==> src/rtl/e203_ifu_pcgen.sv <==
// rtl/e203_ifu_pcgen.sv - IFU next-PC generator and single-outstanding fetch request sequencer
// Optional compressed-instruction support is enabled by defining E203_PCGEN_RVC_EN.
module e203_ifu_pcgen #(
  parameter int              PC_W      = 32,
  parameter logic [PC_W-1:0] RESET_VEC = 32'h0000_1000
) (
  input  logic            clk,
  input  logic            rst,
  input  logic            prdt_taken,
  input  logic [PC_W-1:0] prdt_pc_add_op1,
  input  logic [PC_W-1:0] prdt_pc_add_op2,
  input  logic            bpu_wait,
  input  logic            cur_is_rv32,
  input  logic            ifu_rsp_valid,
  output logic            ifu_rsp_ready,
  output logic            ifu_req_valid,
  input  logic            ifu_req_ready,
  output logic [PC_W-1:0] ifu_req_pc,
  output logic            rsp_drop,
  output logic [PC_W-1:0] pc,
  input  logic            pipe_flush_req,
  input  logic [PC_W-1:0] pipe_flush_pc,
  output logic            pipe_flush_ack,
  input  logic            halt_req,
  output logic            halt_ack
);

  typedef enum logic [1:0] {
    S_BOOT     = 2'd0,
    S_RUN      = 2'd1,
    S_WAIT_RSP = 2'd2,
    S_HALT     = 2'd3
  } state_t;

  state_t          state;
  state_t          state_nxt;
  logic [PC_W-1:0] pc_r;
  logic [PC_W-1:0] flush_pc_r;
  logic            outstanding;
  logic            flush_pend;
  logic            drop_pend;

`ifdef E203_PCGEN_RVC_EN
  // Compressed instructions make every halfword a legal fetch address.
  localparam logic [PC_W-1:0] ALIGN_MASK = ~(PC_W'(1));
  logic [PC_W-1:0] pc_inc;
  assign pc_inc = cur_is_rv32 ? PC_W'(4) : PC_W'(2);
`else
  // Without compressed support every instruction is a word; the size hint has no effect.
  localparam logic [PC_W-1:0] ALIGN_MASK = ~(PC_W'(3));
  logic [PC_W-1:0] pc_inc;
  assign pc_inc = cur_is_rv32 ? PC_W'(4) : PC_W'(4);
`endif

  logic [PC_W-1:0] seq_pc;
  logic [PC_W-1:0] prdt_pc;
  logic [PC_W-1:0] flush_tgt;
  logic            flush_active;
  logic            slot_free;
  logic            can_issue;
  logic            req_fire;

  // Candidate next-PC values; all adds wrap silently modulo 2^PC_W.
  assign seq_pc       = pc_r + pc_inc;
  assign prdt_pc      = (prdt_pc_add_op1 + prdt_pc_add_op2) & ALIGN_MASK;
  assign flush_active = pipe_flush_req | flush_pend;
  // A flush arriving this cycle wins over one already parked in the pending register.
  assign flush_tgt    = (pipe_flush_req ? pipe_flush_pc : flush_pc_r) & ALIGN_MASK;

  // A new request may go out once the bus slot frees up. A response that belongs to a
  // flushed request does not free the slot in its own cycle, so the redirect request
  // always follows one cycle behind the dropped response. Only a flush already parked in
  // the pending register lifts a BPU dependency stall.
  assign slot_free = ~outstanding | (ifu_rsp_valid & ~drop_pend);
  assign can_issue = ~halt_req & slot_free & (~bpu_wait | flush_pend);

  // Next-state and request outputs.
  always_comb begin
    state_nxt     = state;
    ifu_req_valid = 1'b0;
    ifu_req_pc    = flush_active ? flush_tgt : (prdt_taken ? prdt_pc : seq_pc);
    unique case (state)
      S_BOOT: begin
        ifu_req_valid = ~rst;
        ifu_req_pc    = flush_active ? flush_tgt : RESET_VEC;
        if (ifu_req_ready) begin
          state_nxt = S_WAIT_RSP;
        end
      end
      S_RUN: begin
        ifu_req_valid = can_issue & ~rst;
        if (can_issue & ifu_req_ready) begin
          state_nxt = S_WAIT_RSP;
        end else if (halt_req & ~outstanding) begin
          state_nxt = S_HALT;
        end
      end
      S_WAIT_RSP: begin
        ifu_req_valid = can_issue & ~rst;
        if (can_issue & ifu_req_ready) begin
          state_nxt = S_WAIT_RSP;
        end else if (ifu_rsp_valid) begin
          state_nxt = halt_req ? S_HALT : S_RUN;
        end
      end
      S_HALT: begin
        if (~halt_req) begin
          state_nxt = S_RUN;
        end
      end
      default: begin
        state_nxt = S_BOOT;
      end
    endcase
  end

  assign req_fire = ifu_req_valid & ifu_req_ready;

  // State register, architectural PC, outstanding tracking and flush bookkeeping.
  always_ff @(posedge clk) begin
    if (rst) begin
      state       <= S_BOOT;
      pc_r        <= RESET_VEC;
      flush_pc_r  <= '0;
      outstanding <= 1'b0;
      flush_pend  <= 1'b0;
      drop_pend   <= 1'b0;
    end else begin
      state <= state_nxt;
      if (req_fire) begin
        pc_r        <= ifu_req_pc;
        outstanding <= 1'b1;
        flush_pend  <= 1'b0;
      end else begin
        if (ifu_rsp_valid) begin
          outstanding <= 1'b0;
        end
        if (pipe_flush_req) begin
          flush_pend <= 1'b1;
          flush_pc_r <= pipe_flush_pc & ALIGN_MASK;
        end
      end
      // The in-flight response now fetches from the wrong path; mark it for discard.
      if (pipe_flush_req & outstanding & ~ifu_rsp_valid) begin
        drop_pend <= 1'b1;
      end else if (ifu_rsp_valid) begin
        drop_pend <= 1'b0;
      end
    end
  end

  assign pc             = pc_r;
  assign ifu_rsp_ready  = 1'b1;
  assign pipe_flush_ack = pipe_flush_req;
  // Responses with nothing outstanding (e.g. after a reset) are stale as well.
  assign rsp_drop       = ifu_rsp_valid & (drop_pend | ~outstanding) & ~rst;
  assign halt_ack       = (state == S_HALT) & ~rst;

endmodule

==> config.mk <==
export PLATFORM = sky130hd
export DESIGN_NAME = e203_ifu_pcgen
export DESIGN_NICKNAME = d
export VERILOG_FILES = /design/src/rtl/e203_ifu_pcgen.sv
export SDC_FILE = /design/constraint.sdc
export NUM_CORES = 1
export LEC_CHECK = 0
export BUFFER_PORTS_ARGS = -buffer_cell sky130_fd_sc_hd__buf_2
export CELL_PAD_IN_SITES_DETAIL_PLACEMENT = 1
export CELL_PAD_IN_SITES_GLOBAL_PLACEMENT = 1
export CORE_ASPECT_RATIO = 0.6
export CORE_MARGIN = 5
export CORE_UTILIZATION = 33
export DETAILED_ROUTE_END_ITERATION = 16
export HOLD_SLACK_MARGIN = 0.06
export PLACE_DENSITY = 0.83
export SETUP_SLACK_MARGIN = 0.4
export SLEW_MARGIN = 10
export SYNTH_ARGS = -nofsm -noshare
export SYNTH_HDL_FRONTEND = slang
export SYNTH_SLANG_ARGS = --single-unit
==> constraint.sdc <==
create_clock -name clk -period 3.3 [get_ports clk]
set_input_delay 0.66 -clock clk [delete_from_list [all_inputs] [get_ports clk]]
set_output_delay 0.66 -clock clk [all_outputs]
set_load 0.02 [all_outputs]
---- Yosys cells after proc, flatten, opt, wreduce, memory -nomap -nowiden ----
Cells that the tools add are included.
word-level totals
  register bits after elaboration ......... 67
  bits of input ports ..................... 105
  output and inout port bits .............. 69
operators by class
  $add $sub $neg .......................... 2
  equality and inequality tests ........... 7
  mux-type cells .......................... 17
  bitwise gates (word level) .............. 23
  reduce and logical (&&, ||, !) cells .... 7
operator list
  cell                     count
  $mux W32                 5
  $add A32 B3 Y32 const B  1
  $add A32 B32 Y32         1
  $mux W2                  7
  $and A1 B1 Y1            12
  $pmux W2 S4              1
  $not A1 Y1               7
  $ne A3 B3 Y1 const B     2
  $eq A2 B2 Y1 const B     2
  $ne A2 B2 Y1 const B     2
  $or A1 B1 Y1             4
  $reduce_and A4 Y1        1
  $reduce_bool A2 Y1       2
  $reduce_or A2 Y1         2
  $mux W1                  3
  $eq A2 B1 Y1 const B     1
  $logic_not A2 Y1         1
  $pmux W1 S2              1
  $reduce_and A2 Y1        1

---- Depth between registers and ports, before layout ----
  word-level depth ........................ 10
  depth in mapped cells ................... 10
  depth with buffers taken out ............ 9

---- Worst setup path after synthesis ----
Ideal clock, no wire load.
  path kind ............................... input to output
  start point ............................. input prdt_pc_add_op1[15]
  end point ............................... output ifu_req_pc[29]
  data arrival time ....................... 2.908 ns
  path slack .............................. -0.268 ns
  cell stages on the path ................. 9
  buffers on the path ..................... 0
  cell sequence ........................... ha_1 -> a21oi_1 -> o21ai_0 -> a221oi_1 -> nand2b_1 -> o211ai_1 -> a31oi_1 -> mux2i_1 -> o31ai_1
on the way
  longest elaborated chain between the ends .. 4
ends and longest elaborated chain
  element                line  RTL
  start, declared        10    input logic [PC_W-1:0] prdt_pc_add_op1,
  $add A32 B32 Y32       65    assign prdt_pc = (prdt_pc_add_op1 + prdt_pc_add_op2) & ALIGN_MASK;
  $mux W32 (2 in a row)  81    ifu_req_pc = flush_active ? flush_tgt : (prdt_taken ? prdt_pc : seq_pc);
  $mux W32               82    unique case (state)
  end, declared          18    output logic [PC_W-1:0] ifu_req_pc,
No other way between the ends.

---- Worst setup path after layout ----
  start point ............................. input prdt_pc_add_op1[3]
  end point ............................... output ifu_req_pc[30]
Same word-level chain as after synthesis.

==> summary.md <==
| Metric | Value |
|---|---|
| Vias in the first global route | 7,159 |
| Global-route usage over all layers | 0.265 |
| CTS H-tree depth | 3 |
| Global-route wire length before repair | 40,200 µm |
| Hold Path Depth | 2 |
| Design Area, Final | 8760 µm² |
| Routed Wire Length | between 20,000 and 30,000 µm |
| Outcome | finished with violations |
| Setup ws final | -0.319 ns |
| Number of cell rows | 36 |
| Nets | 1,148 |
| DR vias | around 7,200 |
| Placed Instances | approximately 1,200 |
| Seq/Total Area, Yosys | 0.246 |
| Worst reg2reg path depth | 10 |
| Cell area after placement | 7400 µm² |
| Worst slew margin | 0.543 |
| Detailed placement HPWL | 18,600 µm |
| Detail-routed via count per cell | about 5.9 |
| Fillers | 1,965 |
| Slew Viols, Final | 0 |
| Slew @ Worst Pin | 0.685 ns |
| Seq pwr share | 0.262 |
| Drt pass-1 iters | 5 |
| Clock Pin Slew Worst Setup and Hold Paths | 0.06 ns |
| Most frequent cells in the layout | buf_2, nand2_1, buf_4, dfxtp_1, a21oi_1 |
| Placer congestion estimate | 0.944 |
| Worst Path Class, Setup | input pin to primary output |
| Commonest non-fill, non-tap cell in the layout | buf_2 |
| Die area | 19,300 µm² |
| Required @ worst endpoint | 2.64 ns |
| Cell internal pwr | 2.30 mW |
| Max-cap check violation count | 0 |
| DRT iter0 DRCs | 629 |
| Number of synthesized flops with an enable pin | 0 |
| Max clock buf depth | 2 |
| LEAKAGE | 4.01 nW |
| Die extent in x | approximately 180 µm |
| Fin crit period | 3.62 ns |
| Number of synthesized register bits | 67 |
| Net Sw Power | 1.49 mW |
| Peak VDD IR | 243 µV |
| CTS Sinks | 67 |
| Worst Setup End Kind | primary output |
| Syn Nets | 879 |
| Drt drc | 0 |
| Post-synth top flop | dfxtp_1 |
| RSZ-0062 raised after global routing | yes |
| Syn avg cell area | between 7 and 8 µm² |
| Syn Inst Count | approximately 740 |
| Syn. warnings | 0 |
| Port bufs | 169 |
| Sw Share | 0.394 |
| Grt total ovfl | 0 |
| Core ar. | 16,200 µm² |
| Crit path DAT | 2.96 ns |
| Area growth, synth to finish | 60.7% |
| Num ports | 174 |
| Tcrit/Tclk final | 1.10 |
| Async set-or-reset flop fraction in the synthesized netlist | 0 |
| Cell Area, Synth | 5450 µm² |
| Clock Power Share | 0.277 |
| Startpoint types | input pin |
| PD cells | 433 nW/µm² |
| Path type of the worst min-delay path | flop to flop |
| Starting density of the core | 0.336 |
| Failing checks | negative setup slack |
| Yosys cell types | 64 |
| Final setup viols | 25 |
| Initial antenna violation count | 4 |
| CTS Buf Count | 9 |
| CTS tree | yes |
| F_max | roughly 280 MHz |
| Antenna viol nets, final | 0 |
| Root Buffer | clkbuf_16 |
| WL/cell | 23.8 µm |
| Worst Path Max Fanout | 5 |
| Combinational power share | 0.461 |
| Worst skew pair latency | 0.34 ns |
| Hold Fails Final Rpt | 0 |
| Clock skew | ~0.0083 ns |
| Die height | 110 µm |
| Largest net degree at the start of global routing | 39 |
| Layout cells sized above 1 | 0.428 |
| Finished Layout Cells | 1,223 |
==> cell type report <==
class,count,area [µm²],area share
well taps,209,262,0.0298
clock buffers,10,229,0.0261
diodes,1,2.50,0.000286
inverters,14,52.6,0.00600
clock inverters,6,90.1,0.0103
repair buffers,298,2090,0.238
multi-input cells,618,4700,0.536
flip-flops and latches,67,1340,0.153
==> worst max-delay path, cell delays in order <==
cell and delay (ns):
buf_2 0.12, ha_4 0.16, or2_4 0.26, o221a_4 0.31, o21ai_4 0.19, a31o_4 0.25, o211ai_1 0.15, a31oi_1 0.25
mux2i_1 0.32, nand2_2 0.11, buf_6 0.16
==> flip-flops by register name, indices dropped and copies added, names as in the netlist <==
signal and flops:
state 2, pc 32, outstanding 1, flush_pc_r 30, flush_pend 1, drop_pend 1
==> path summary, 6_finish.rpt <==
kind | slack, ns | startpoint | end
worst min register to register | 0.45 | flush_pc_r[28] | flush_pc_r[28]
worst max register to register | 0.59 | state[0] | flush_pc_r[20]
worst min-delay path | 0.45 | flush_pc_r[28] | flush_pc_r[28]
worst max-delay path | -0.32 | prdt_pc_add_op1[3] | ifu_req_pc[30]
==> power by group through the flow <==
stage	combinational, mW	clock (mW)	sequential, mW
after floorplan	0.760	0	1.04
after global placement	1.34	0	0.990
after detailed placement	1.37	0	0.996
after CTS	1.55	1.06	0.980
after global routing	1.85	1.09	1.00
final	1.75	1.05	0.992
==> through the flow <==
stage / setup WS (ns) / util / hold slack, ns / TNS [ns] / power, mW
after floorplan: 0.0750 / - / 0.432 / 0 / 1.80
after global placement: -0.314 / 0.456 / 0.438 / -4.04 / 2.33
after detailed placement: -0.365 / 0.456 / 0.444 / -4.51 / 2.36
after global routing: -0.378 / 0.540 / 0.469 / -6.03 / 3.94
final: -0.319 / 0.540 / 0.452 / -4.79 / 3.79
after CTS: -0.266 / 0.515 / 0.450 / -2.79 / 3.59
==> Yosys cell counts, types with 8 or more instances <==
master | instances | area, µm²
dfxtp_1 | 67 | 1340
nor2_1 | 43 | 161
mux2i_1 | 8 | 80.1
a211oi_1 | 10 | 75.1
clkbuf_1 | 29 | 109
inv_1 | 12 | 45.0
nand4_1 | 11 | 68.8
nand2_1 | 131 | 492
o31ai_1 | 10 | 75.1
and3_1 | 37 | 231
a31oi_1 | 12 | 75.1
xnor2_1 | 27 | 236
nand2b_1 | 13 | 81.3
ha_1 | 35 | 438
nand3_1 | 23 | 115
xor2_1 | 20 | 175
a21oi_1 | 80 | 400
a21o_1 | 22 | 165
o21ai_0 | 34 | 170
==> metal layers <==
metal  vias up  global-route usage  share of wire
met4         6              0.0695          0.038
met3       106              0.0746          0.097
met2       432               0.418           0.44
met1      3491               0.360           0.42
li1       3213                   -              -
met5         -                   0        0.00096
==> repair_timing <==
action,4_1_cts,5_1_grt
endpoints found under the setup margin,29,32
pin swaps,61,45
endpoints found under the hold margin,0,0
gates cloned,0,0
gates resized for setup,122,40
hold buffers,0,0
buffers inserted,17,22
==> cell families after synthesis <==
kind of cell,Yosys count,share of synthesized area
buf+inv,54,0.0413
fa+ha+maj,35,0.0803
simple gates,292,0.255
mux,11,0.0230
compound gates,232,0.278
flops,67,0.246
xor+xnor,47,0.0755
other cells,1,0.000688
No activity file was read; power rests on OpenSTA's default activity.
